**src/rtl/md_unit_pkg.sv**
```systemverilog
// md_unit_pkg: shared definitions for the iterative multiply/divide unit.
//   - md_state_e : FSM state encoding (MD_IDLE, MD_CALC, MD_FIX)
//   - MD_ITER    : number of shift-add / restoring-divide iterations
//   - MD_DIVZ_LO : LO value written by a divide by zero
//   - md_abs     : operand magnitude helper (abs when signed, raw when unsigned)
package md_unit_pkg;

    localparam int unsigned MD_ITER    = 32;
    localparam logic [31:0] MD_DIVZ_LO = 32'hFFFF_FFFF;

    typedef enum logic [1:0] {
        MD_IDLE = 2'd0,
        MD_CALC = 2'd1,
        MD_FIX  = 2'd2
    } md_state_e;

    function automatic logic [31:0] md_abs(input logic [31:0] v, input logic is_signed);
        return (is_signed && v[31]) ? (~v + 32'd1) : v;
    endfunction

endpackage

```
**src/rtl/md_lohi_reg.sv**
```systemverilog
// md_lohi_reg: architectural HI/LO register pair with a single write port and
// a combinational read mux.
// Ports:
//   clk, rst_n     : clock, asynchronous active-low reset (HI = LO = 0)
//   wen_i          : write HI and LO this cycle
//   hi_i, lo_i     : write data
//   is_hi_i        : read select, 1 = HI, 0 = LO
//   rdata_o        : read data
module md_lohi_reg (
    input  logic        clk,
    input  logic        rst_n,
    input  logic        wen_i,
    input  logic [31:0] hi_i,
    input  logic [31:0] lo_i,
    input  logic        is_hi_i,
    output logic [31:0] rdata_o
);

    logic [31:0] hi_q;
    logic [31:0] lo_q;

    always_ff @(posedge clk or negedge rst_n) begin
        if (!rst_n) begin
            hi_q <= 32'd0;
            lo_q <= 32'd0;
        end else if (wen_i) begin
            hi_q <= hi_i;
            lo_q <= lo_i;
        end
    end

    assign rdata_o = is_hi_i ? hi_q : lo_q;

endmodule

```
**src/rtl/md_unit.sv**
```systemverilog
// md_unit: iterative MULT/MULTU/DIV/DIVU unit owning HI/LO.
// Ports:
//   clk, rst_n              : clock, asynchronous active-low reset
//   md_start                : launch an operation (accepted only when idle)
//   md_is_mult              : 1 = multiply, 0 = divide
//   md_is_unsigned          : 1 = MULTU/DIVU
//   op_a, op_b              : rs (multiplicand/dividend), rt (multiplier/divisor)
//   lhr_ren, lhr_is_hi      : MFHI/MFLO read request and select
//   rdata                   : HI or LO read data (combinational)
//   busy                    : operation in flight
//   done                    : one-cycle pulse in the cycle HI/LO are written
//   stall                   : freeze IF/ID/EX
// Configuration: define MD_DIV_EN to include the divider. Without it, a divide
// start goes straight to FIX and leaves HI/LO unchanged.
module md_unit
    import md_unit_pkg::*;
(
    input  logic        clk,
    input  logic        rst_n,
    input  logic        md_start,
    input  logic        md_is_mult,
    input  logic        md_is_unsigned,
    input  logic [31:0] op_a,
    input  logic [31:0] op_b,
    input  logic        lhr_ren,
    input  logic        lhr_is_hi,
    output logic [31:0] rdata,
    output logic        busy,
    output logic        done,
    output logic        stall
);

    localparam logic [4:0] LastIter = 5'(MD_ITER - 1);

    md_state_e   state_q;
    logic        is_mult_q;
    logic        neg_res_q;
    logic        done_q;
    logic [4:0]  count_q;
    logic [31:0] op_q;      // multiplicand (mult) or divisor (div) magnitude
    logic [31:0] acc_hi_q;  // product high half / partial remainder
    logic [31:0] acc_lo_q;  // multiplier being shifted out / dividend-to-quotient
`ifdef MD_DIV_EN
    logic        neg_rem_q;
    logic        div_zero_q;
    logic [32:0] div_shift;
    logic [32:0] div_trial;
`endif

    logic [32:0] mul_sum;
    logic [31:0] step_hi, step_lo;
    logic [63:0] prod_fix;
    logic        wen;
    logic [31:0] wr_hi, wr_lo;

    // One iteration of the shift-add multiplier or restoring divider.
    always_comb begin
        mul_sum = {1'b0, acc_hi_q} + (acc_lo_q[0] ? {1'b0, op_q} : 33'd0);
        step_hi = mul_sum[32:1];
        step_lo = {mul_sum[0], acc_lo_q[31:1]};
`ifdef MD_DIV_EN
        div_shift = {acc_hi_q, acc_lo_q[31]};
        div_trial = div_shift - {1'b0, op_q};
        if (!is_mult_q) begin
            if (div_shift >= {1'b0, op_q}) begin
                step_hi = div_trial[31:0];
                step_lo = {acc_lo_q[30:0], 1'b1};
            end else begin
                step_hi = div_shift[31:0];
                step_lo = {acc_lo_q[30:0], 1'b0};
            end
        end
`endif
    end

    // Sign fix-up and HI/LO write in the FIX cycle.
    always_comb begin
        prod_fix = neg_res_q ? (~{acc_hi_q, acc_lo_q} + 64'd1) : {acc_hi_q, acc_lo_q};
        wen      = (state_q == MD_FIX) && is_mult_q;
        wr_hi    = prod_fix[63:32];
        wr_lo    = prod_fix[31:0];
`ifdef MD_DIV_EN
        if (!is_mult_q) begin
            wen   = (state_q == MD_FIX);
            wr_hi = neg_rem_q ? (~acc_hi_q + 32'd1) : acc_hi_q;
            // Divisor 0 leaves |a| as remainder, so HI restores to op_a naturally.
            wr_lo = div_zero_q ? MD_DIVZ_LO :
                    (neg_res_q ? (~acc_lo_q + 32'd1) : acc_lo_q);
        end
`endif
    end

    always_ff @(posedge clk or negedge rst_n) begin
        if (!rst_n) begin
            state_q    <= MD_IDLE;
            is_mult_q  <= 1'b0;
            neg_res_q  <= 1'b0;
            done_q     <= 1'b0;
            count_q    <= 5'd0;
            op_q       <= 32'd0;
            acc_hi_q   <= 32'd0;
            acc_lo_q   <= 32'd0;
`ifdef MD_DIV_EN
            neg_rem_q  <= 1'b0;
            div_zero_q <= 1'b0;
`endif
        end else begin
            done_q <= 1'b0;
            unique case (state_q)
                MD_IDLE: begin
                    if (md_start) begin
                        is_mult_q <= md_is_mult;
                        neg_res_q <= !md_is_unsigned && (op_a[31] ^ op_b[31]);
                        op_q      <= md_is_mult ? md_abs(op_a, !md_is_unsigned)
                                                : md_abs(op_b, !md_is_unsigned);
                        acc_hi_q  <= 32'd0;
                        acc_lo_q  <= md_is_mult ? md_abs(op_b, !md_is_unsigned)
                                                : md_abs(op_a, !md_is_unsigned);
                        count_q   <= 5'd0;
`ifdef MD_DIV_EN
                        neg_rem_q  <= !md_is_unsigned && op_a[31];
                        div_zero_q <= (op_b == 32'd0);
                        state_q    <= MD_CALC;
`else
                        if (md_is_mult) begin
                            state_q <= MD_CALC;
                        end else begin
                            state_q <= MD_FIX;
                            done_q  <= 1'b1;
                        end
`endif
                    end
                end
                MD_CALC: begin
                    acc_hi_q <= step_hi;
                    acc_lo_q <= step_lo;
                    count_q  <= count_q + 5'd1;
                    if (count_q == LastIter) begin
                        state_q <= MD_FIX;
                        done_q  <= 1'b1;
                    end
                end
                MD_FIX: begin
                    state_q <= MD_IDLE;
                end
                default: begin
                    state_q <= MD_IDLE;
                end
            endcase
        end
    end

    md_lohi_reg u_lohi (
        .clk     (clk),
        .rst_n   (rst_n),
        .wen_i   (wen),
        .hi_i    (wr_hi),
        .lo_i    (wr_lo),
        .is_hi_i (lhr_is_hi),
        .rdata_o (rdata)
    );

    assign busy  = (state_q != MD_IDLE);
    assign done  = done_q;
    assign stall = busy && (md_start || lhr_ren);

endmodule

```
**config.mk**
```make
export PLATFORM = sky130hd
export DESIGN_NAME = md_unit
export DESIGN_NICKNAME = d
export VERILOG_FILES = /design/src/rtl/md_unit_pkg.sv /design/src/rtl/md_lohi_reg.sv /design/src/rtl/md_unit.sv
export SDC_FILE = /design/constraint.sdc
export NUM_CORES = 1
export LEC_CHECK = 0
export CAP_MARGIN = 10
export CORE_MARGIN = 2
export CORE_UTILIZATION = 59
export DETAILED_ROUTE_END_ITERATION = 8
export PLACE_DENSITY = 0.81
export SLEW_MARGIN = 40
export SYNTH_ARGS = -nofsm -noshare
export SYNTH_HDL_FRONTEND = slang
export SYNTH_HIERARCHICAL = 1
export SYNTH_SLANG_ARGS = --single-unit
```
**constraint.sdc**
```tcl
create_clock -name clk -period 3.9 [get_ports clk]
set_input_delay 0.78 -clock clk [delete_from_list [all_inputs] [get_ports clk]]
set_output_delay 0.78 -clock clk [all_outputs]
set_load 0.02 [all_outputs]
```
# Yosys cells after proc, flatten, opt, wreduce, memory -nomap -nowiden
# Index checks and enable logic that the tools add are counted.
[totals] ff_bits=170 input_bits=71 output_inout_bits=35 elab_cells=58
[op_classes] n_addsub=5 n_eq_ne=5 mux=21 bitwise=4 n_reduce_logical=13
[ops] cell="2-to-1 mux 32 bit" n=8
[ops] cell="one-hot mux 32 bit (2 select lines)" n=2
[ops] cell="adder 32 x 1 -> 32 bit, second input constant" n=2
[ops] cell="adder 64 x 1 -> 64 bit, second input constant" n=1
[ops] cell="2-to-1 mux 64 bit" n=1
[ops] cell="NOT 32 bit" n=2
[ops] cell="NOT 64 bit" n=1
[ops] cell="adder 32 x 32 -> 33 bit" n=1
[ops] cell="one-hot mux 5 bit (2 select lines)" n=1
[ops] cell="2-to-1 mux 2 bit" n=3
[ops] cell="AND reduction 2 bit" n=3
[ops] cell="adder 5 x 1 -> 5 bit, second input constant" n=1
[ops] cell="== test 5 bit, second input constant" n=1
[ops] cell="logical AND 1 bit" n=5
[ops] cell="2-to-1 mux 5 bit" n=1
[ops] cell="!= test 2 bit, second input constant" n=2
[ops] cell="one-hot mux 2 bit (2 select lines)" n=1
[ops] cell="nonzero test 2 bit" n=2
[ops] cell="2-to-1 mux 1 bit" n=3
[ops] cell="== test 2 x 1 -> 1 bit, second input constant" n=1
[ops] cell="== test 2 bit, second input constant" n=1
[ops] cell="zero test 2 bit" n=1
[ops] cell="one-hot mux 1 bit (2 select lines)" n=1
[ops] cell="zero test 1 bit" n=1
[ops] cell="other kinds (2)" n=2

# Logic depth before layout (Yosys ltp)
[logic_depth] word_depth=6 ltp_mapped=13 depth_no_buf=12

# Cells and area by module
# Netlist, hierarchy kept.
[modules_own_cells] module="md_unit" instances=1 cells_per_inst=1113 area_per_inst_um2=9180.1 seq_area_each_um2=2652.5
[modules_own_cells] module="md_lohi_reg" instances=1 cells_per_inst=171 area_per_inst_um2=3099.2 seq_area_each_um2=1601.5

# Least setup slack after synthesis
# No wires, ideal clock.
[synth_path] path_kind="register to register" from="register acc_lo_q[6]" to="register u_lohi.hi_q[2]" setup_ps=125 t_arrival_ps=3083 required_ps=3775 setup_slack_ps=692 stages_incl_launch_ff=10 path_buffers=1 synth_period_minus_slack_ps=3208 path_cell_list="dfrtp_1 > or4_4 > or3_4 > or4_4 > or3_1 > buf_6 > or2_4 > o31a_1 > xor2_1 > mux2_4"
[synth_via] elab_chain_len=3
[synth_rtl] element="start: declaration" line_no="md_unit.sv:42" source="logic [31:0] acc_lo_q;"
[synth_rtl] element="start signal: assignment" line_no="md_unit.sv:117" source="acc_lo_q <= md_is_mult ? md_abs(op_b, !md_is_unsigned)"
[synth_rtl] element="start signal: assignment" line_no="md_unit.sv:136" source="acc_lo_q <= step_lo;"
[synth_rtl] element="NOT 64 bit" line_no="md_unit.sv:78" source="prod_fix = neg_res_q ? (~{acc_hi_q, acc_lo_q} + 64'd1) : {acc_hi_q, acc_lo_q};"
[synth_rtl] element="adder 64 x 1 -> 64 bit" line_no="md_unit.sv:78"
[synth_rtl] element="2-to-1 mux 64 bit" line_no="md_unit.sv:78"
[synth_rtl] element="named net prod_fix[34]" line_no="md_unit.sv:52" source="logic [63:0] prod_fix;"
[synth_rtl] element="end signal: assignment" line_no="md_lohi_reg.sv:27" source="hi_q <= hi_i;"
[synth_rtl] element="end: declaration" line_no="md_lohi_reg.sv:19" source="logic [31:0] hi_q;"
# The timed path passes the listed nets, and every way through them passes these cells.
# A chain may end at the register's enable or synchronous reset.

# Worst setup path in the final report
[layout_path] from="register acc_lo_q[5]" to="register u_lohi.hi_q[2]"
# Same word-level chain as after synthesis.

==> results.md <==
Layout:
- The final instance area is 14,200 um^2.
- In the final layout, the share of cells above drive strength 1 is 0.149.
- The filler cell count is 1,561.
- The area of the multi-input gates is 7530 um^2.
- The final cell utilization of the core is 0.701.
- The number of antenna diodes in the final layout is 0.
- The area growth from synthesis to layout is 15.9%.
- The final cell count without fillers is 1,653.
- The footprint of the flip-flops and latches is 4260 um^2.
- In the final design database the tool counted 1,479 nets.

Clock tree:
- Post-CTS timing repair inserted 0 buffers for setup.
- The number of hold buffers added after cts is 0.
- The latest clock arrival within the worst-skew pair is 0.43 ns.
- The total clock buffers created by CTS is 17.
- Clock-pin slew was measured on the worst setup and hold paths at 0.07 ns.
- The buffer levels on the longest clock path is 2.
- The clock tree from TritonCTS is done.
- The buffer type at the clock tree root is sky130_fd_sc_hd__clkbuf_16.
- The number of clock sinks is 170.
- The H-tree was split into 4 levels.
- The number of gates resized after cts is 0.

Floorplan:
- The boundary pin count is 106.
- The initial utilization of the core area, before any placement, comes to 0.605.
- The floorplan step set the die height to 148 um.
- The die is 148 um wide.
- The area of the core is 20,300 um^2.
- The floorplan row count is 52.
- The area of the die is 22,000 um^2.

Critical path:
- The kind of critical path is flop to flop.
- The maximum fanout count along the critical path is 8.
- For the worst setup path, the data required time is 4.21 ns.
- The largest single stage delay on the critical path is 0.56 ns.
- The critical path starts at acc_lo_q[5]$_DFFE_PN0P_.
- STA classifies the critical path endpoint as a flop.
- The master of the slowest instance on the critical path is sky130_fd_sc_hd__or4_4.
- The startpoint of the most critical register-to-register path is acc_lo_q[5]$_DFFE_PN0P_.
- By instance count, the cell type seen most on the critical path is sky130_fd_sc_hd__or4_4.
- Traced cell by cell, the critical path runs through or4_4, or3_4, or4_4, or3_1, or2_4, o31a_1, xor2_1, mux2_4.
- The number of buffers and inverters on the critical path is 0.
- The worst path arrival time is 3.87 ns.
- The critical path startpoint category is a flop.
- In this design, the largest share of critical-path delay is due to simple AND/OR/NAND/NOR gates.

Yosys:
- The cell count after synthesis is 1,284.
- In the synthesized netlist the async set-or-reset flop fraction comes to 1.00.
- The synthesized design contains 0 enable-type register cells.
- Yosys printed 6 warnings.
- The register area share after synthesis is 0.346.
- The share of Yosys cell area claimed by the top area cell type is 0.346.
- When the netlist entered floorplanning its net count stood at 1,393.
- After synthesis, the mean cell area works out to 9.56 um^2.
- The biggest area contributor in the post-synthesis netlist is sky130_fd_sc_hd__dfrtp_1.
- Synthesis inferred 170 register bits.
- The most used flip-flop cell after synthesis is sky130_fd_sc_hd__dfrtp_1.
- The number of different library cells in the post-synthesis netlist is 73.
- The post-synth design cell area is 12,300 um^2.
- Yosys attributes the largest share of cell area to sky130_fd_sc_hd__dfrtp_1, sky130_fd_sc_hd__mux2_4, sky130_fd_sc_hd__xnor2_1.

Route:
- The per-cell via count in the routed design is 6.18.
- The number of DRC markers in iteration 0 is 967.
- The first TritonRoute pass finished after 5 iterations.
- Once detail routing completed, the nets flagged for antenna violations numbered 0.
- The average detailed-routed wire length per instance is 19.7 um.
- The total wirelength of the detailed-routed design is 32,500 um.
- The number of remaining DRC errors is 0.
- The total vias in the final route is 10,200.

STA:
- The number of pins exceeding their max-slew limit in the final report is 0.
- The relative max-transition margin is 0.478.
- The total of endpoints with negative setup slack in the final report is 0.
- For the final routed database, the setup TNS stands at 0 ns.
- For the pin with the worst max-slew slack, the measured transition is 0.783 ns.
- Setup repair after global routing left no endpoint under its margin.
- On the final layout, the worst clock skew is 0.00991 ns.
- In the post-route analysis, the smallest setup slack over all paths is 0.345 ns.
- The total count of hold-check failures in the final report was 0.
- For the finished layout, the period the worst path requires is 3.55 ns.
- The portion of the clock cycle consumed by the worst path in the final layout is 0.911.
- The highest clock rate is 0.281 GHz.

Power and ir drop:
- The maximum ir drop on the vdd rail is 0.289 mV.
- The power per cell area is 712 nW/um^2.
- Of the total power, the share spent switching nets is 0.416.
- The share of total power dissipated in sequential elements is 0.335.
- The reported leakage power is 6.09 nW.
- Of the total power, the clock network draws 0.178.
- The analysis attributes to net switching a power of 0.00422 W.
- The share of total power dissipated in combinational logic is 0.487.
- The internal power of the cells totals 0.00591 W.

Flow run:
- The tool flagged a number of max-cap violations equal to 0.

Placed design:
- The pre-CTS setup slack is 0.441 ns.
- The sum of net half-perimeters after detailed placement is 24,600 um.
- The post-detailed-placement cell area is 13,600 um^2.
- In this run, placement finished with an instance count of 1,621.
- The count of port buffers added during placement is 105.
- At the end of routability-driven placement, the weighted congestion stood at 1.01.

Global route:
- The maximum number of pins on one net before global-route repair is 69.
- The total global routing track utilization is 0.304.
- The number of global-route vias before repair came to 9,685.
- The number of antenna violations at the first check in global routing was 0.
- The total overflow left after global routing is 0.
- The first global-routing pass estimated 52,900 um of wire.

Hold path:
- The classification of the worst-slack hold path is primary input to asynchronous set/reset pin.

Run status:
- The flow ran to the end, and the final reports show no timing, DRC or antenna violations.
[sequential cells by signal, indices dropped and copies added (netlist names)]
register / flops
acc_hi_q: 32
acc_lo_q: 32
op_q: 32
u_lohi/hi_q: 32
u_lohi/lo_q: 32
count_q: 5
state_q: 2
done: 1
is_mult_q: 1
neg_res_q: 1
[power groups by stage]
stage,Sequential (W),Combinational [W],Clock [W]
after floorplan,0.00299,0.00359,0
after global placement,0.00333,0.00470,0
after detailed placement,0.00337,0.00482,0
after CTS,0.00336,0.00490,0.00182
after global routing,0.00349,0.00534,0.00189
final,0.00339,0.00493,0.00180
[per-layer routing]
| metal | global-route usage | part of all wire | vias up |
|---|---|---|---|
| li1 | - | - | 4858 |
| met1 | 0.453 | 0.47 | 4926 |
| met2 | 0.467 | 0.45 | 386 |
| met3 | 0.0353 | 0.061 | 45 |
| met4 | 0.0900 | 0.022 | 0 |
| met5 | 0 | 0 | - |
[stage by stage]
stage                     hold slack, ns  total power, W
after global placement             0.452         0.00802
after CTS                          0.351          0.0101
after global routing               0.377          0.0107
final                              0.332          0.0101
after floorplan                    0.439         0.00658
after detailed placement           0.461         0.00819
[synth_stat cells (3+ instances only)]
library cell / n
sky130_fd_sc_hd__nand2_1: 123
sky130_fd_sc_hd__a22oi_1: 29
sky130_fd_sc_hd__or3_1: 15
sky130_fd_sc_hd__mux2_2: 33
sky130_fd_sc_hd__o31ai_1: 23
sky130_fd_sc_hd__ha_1: 37
sky130_fd_sc_hd__inv_1: 26
sky130_fd_sc_hd__nand4_1: 6
sky130_fd_sc_hd__or4_1: 8
sky130_fd_sc_hd__a31oi_1: 12
sky130_fd_sc_hd__a21o_1: 23
sky130_fd_sc_hd__or4_4: 4
sky130_fd_sc_hd__nor4_1: 7
sky130_fd_sc_hd__a211oi_1: 7
sky130_fd_sc_hd__buf_6: 6
sky130_fd_sc_hd__nor3_1: 19
sky130_fd_sc_hd__clkbuf_1: 58
sky130_fd_sc_hd__o21bai_1: 5
sky130_fd_sc_hd__xor2_1: 43
sky130_fd_sc_hd__o211ai_1: 4
sky130_fd_sc_hd__a22o_1: 6
sky130_fd_sc_hd__nand3_1: 16
sky130_fd_sc_hd__nand2b_1: 15
sky130_fd_sc_hd__and3_1: 6
sky130_fd_sc_hd__mux2i_1: 9
sky130_fd_sc_hd__dfrtp_1: 170
sky130_fd_sc_hd__nor2b_1: 9
sky130_fd_sc_hd__o21ai_0: 120
sky130_fd_sc_hd__buf_12: 6
sky130_fd_sc_hd__nor2_1: 60
sky130_fd_sc_hd__o41ai_1: 10
sky130_fd_sc_hd__o31ai_2: 7
sky130_fd_sc_hd__a21oi_1: 69
sky130_fd_sc_hd__a221o_1: 3
sky130_fd_sc_hd__and2_1: 37
sky130_fd_sc_hd__xnor2_1: 106
sky130_fd_sc_hd__o22ai_1: 3
sky130_fd_sc_hd__o221ai_1: 21
sky130_fd_sc_hd__buf_1: 4
sky130_fd_sc_hd__o21a_1: 4
sky130_fd_sc_hd__o41ai_2: 7
sky130_fd_sc_hd__mux2_4: 64
[cells in the final DEF, fill, tap and decap left out, types with 10 or more instances in the layout]
cell                                n
sky130_fd_sc_hd__or3_1             15
sky130_fd_sc_hd__and2_1            37
sky130_fd_sc_hd__xor2_1            43
sky130_fd_sc_hd__dfrtp_1          169
sky130_fd_sc_hd__ha_1              37
sky130_fd_sc_hd__a21oi_1           69
sky130_fd_sc_hd__nand2b_1          15
sky130_fd_sc_hd__buf_4             31
sky130_fd_sc_hd__nand3_1           16
sky130_fd_sc_hd__mux2_2            33
sky130_fd_sc_hd__o41ai_1           10
sky130_fd_sc_hd__nand2_1          122
sky130_fd_sc_hd__o31ai_1           23
sky130_fd_sc_hd__xnor2_1          106
sky130_fd_sc_hd__nor2_1            60
sky130_fd_sc_hd__mux2_4            64
sky130_fd_sc_hd__inv_1             26
sky130_fd_sc_hd__clkbuf_16         17
sky130_fd_sc_hd__a31oi_1           12
sky130_fd_sc_hd__clkdlybuf4s50_1  103
sky130_fd_sc_hd__o221ai_1          21
sky130_fd_sc_hd__a22oi_1           29
sky130_fd_sc_hd__o21ai_0          120
sky130_fd_sc_hd__a21o_1            23
sky130_fd_sc_hd__nor3_1            19
[cell type report]
| cell class | count | area share |
|---|---|---|
| inverters | 26 | 0.00686 |
| clock inverters | 13 | 0.0124 |
| multi-input cells | 1014 | 0.529 |
| well taps | 270 | 0.0237 |
| clock buffers | 19 | 0.0318 |
| repair buffers | 141 | 0.0970 |
| flip-flops and latches | 170 | 0.299 |
[kinds of logic (layout without fill, tap and decap cells)]
logic type               Yosys count  count (layout)  synth area share
AO/OA/AOI/OAI                    373             373             0.202
AND/OR/NAND/NOR                  348             348             0.148
flip-flops                       170             170             0.346
XOR/XNOR                         149             149             0.106
multiplexers                     106             106             0.116
buffers and inverters            100             199            0.0422
adder cells (fa/ha/maj)           38              38            0.0393
[path summary, 6_finish.rpt]
path                       slack, ns  depth (start not counted)                         end
max                             0.35                          8  u_lohi/hi_q[2]$_DFFE_PN0P_
min                             0.33                          1  u_lohi/lo_q[0]$_DFFE_PN0P_
max reg2reg                     0.35                          8  u_lohi/hi_q[2]$_DFFE_PN0P_
min reg2reg                     0.47                          1        op_q[20]$_DFFE_PN0P_
max in group asynchronous       2.73                          2    acc_hi_q[18]$_DFFE_PN0P_
min in group clk                0.47                          1        op_q[20]$_DFFE_PN0P_
Power figures use the tool's default switching activity.
==> RTL edit, RTL diff (same settings) <==
Encoding of `md_state_e`: now one-hot (3 bits for 3 states).
--- a/src/rtl/md_unit_pkg.sv
+++ b/src/rtl/md_unit_pkg.sv
@@ -9,8 +9,8 @@
     localparam logic [31:0] MD_DIVZ_LO = 32'hFFFF_FFFF;
 
-    typedef enum logic [1:0] {
-        MD_IDLE = 2'd0,
-        MD_CALC = 2'd1,
-        MD_FIX  = 2'd2
+    typedef enum logic [2:0] {
+        MD_IDLE = 3'b001,
+        MD_CALC = 3'b010,
+        MD_FIX  = 3'b100
     } md_state_e;
 
Behaviour: same outputs for any inputs over 10 cycles, from zero or initial values and one cycle with rst_n low; not proved beyond that.
==> RTL edit against the unedited design <==
  * Area after synthesis shrank 0.28%
  * Cell area shrank 1.4%
  * Routed wire length grew 0.24%
  * Sequential cell count grew 1
  * Total power shrank 14%
  * Worst setup slack lost 0.11 ns
  * Via count grew 1.5%
  * Global-route usage shrank 0.37 points
  * Count of clock-buffer cells in the layout shrank 1
==> RTL edit: results (changes against the unedited design) <==
Final layout
  • Fin cells: 1668 (was 1653)
  • Final net count: 1495 (was 1479)
  • Layout fillers: 1617 (was 1561)
  • Fraction of layout cells with a size suffix above 1: 12.88% (was 14.90%)

Power and ir drop
  • Maximum vdd ir drop: 0.2821 mV (was 0.2887 mV)
  • Clock power frac: 19.7% (was 17.8%)
  • Pwr dens: 621.9 nW/um^2 (was 711.9 nW/um^2)
  • Leak: 5.884 nW (was 6.089 nW)

Outcome
  • Status: complete, no violations (unchanged)

Placed design
  • Post-DP Area: 13430 sq um (was 13600 sq um)
  • Placer Congestion: 0.9428 (was 1.015)

STA
  • Fin Clk Skew: 0.01661 ns (was 0.009910 ns)
  • Hold slack: 0.3503 ns (was 0.3315 ns)

Synth
  • Mux contribution to synthesized area: 11.56% (was 11.59%)
  • Top post-synthesis cells by area: dfrtp_1, mux2_4, xnor2_1, o21ai_0, nand2_1 (was dfrtp_1, mux2_4, xnor2_1, o21ai_0, ha_1)
  • Synth cell types: 63 (was 73)
  • Sequential fraction of the synthesis area: 34.95% (was 34.64%)
  • Syn Nets: 1427 (was 1393)

Critical path
  • Reg2Reg Depth: 10 (was 8)
  • Slowest-stage cell, CP: nand4bb_1 (was or4_4)

Global routing
  • Maximum number of pins on one net before global-route repair: 74 (was 69)
  • M2 GR Usage: 45.16% (was 46.71%)
  • Met1 Use GR: 44.25% (was 45.28%)

Detailed routing
  • Number of DRC markers in iteration 0: 745 (was 967)
  • Metal-1 WL: 15020 um (was 15310 um)
  • Via-to-Cell Ratio: 6.216 (was 6.180)
  • Wire length on met3: 2438 um (was 1981 um)
## RTL edit: cell count changes after synthesis, moves of 10 or more
cell     delta
nand4_1    +13
nor2_1     +12
a21o_1     -10
nor4_1     +10
## RTL edit: cell type report
class | instances | area [sq um] | area share [%]
Tap cell | 270 | 337.8 | 2.408
Sequential cell | 171 | 4282 | 30.52
Inverter | 24 | 90.09 | 0.6421
Multi-Input combinational cell | 1041 | 7468 | 53.23
Timing Repair Buffer | 131 | 1267 | 9.033
Clock inverter | 13 | 156.4 | 1.115
Clock buffer | 18 | 429.2 | 3.059
## RTL edit: metrics by stage
step           util, %  setup slack [ns]
3_5_place_dp     66.15            0.2879
2_1_floorplan        -            0.8091
5_1_grt          69.12            0.1821
4_1_cts          69.03            0.2082
3_3_place_gp     66.12            0.3168
6_report         69.12            0.2333
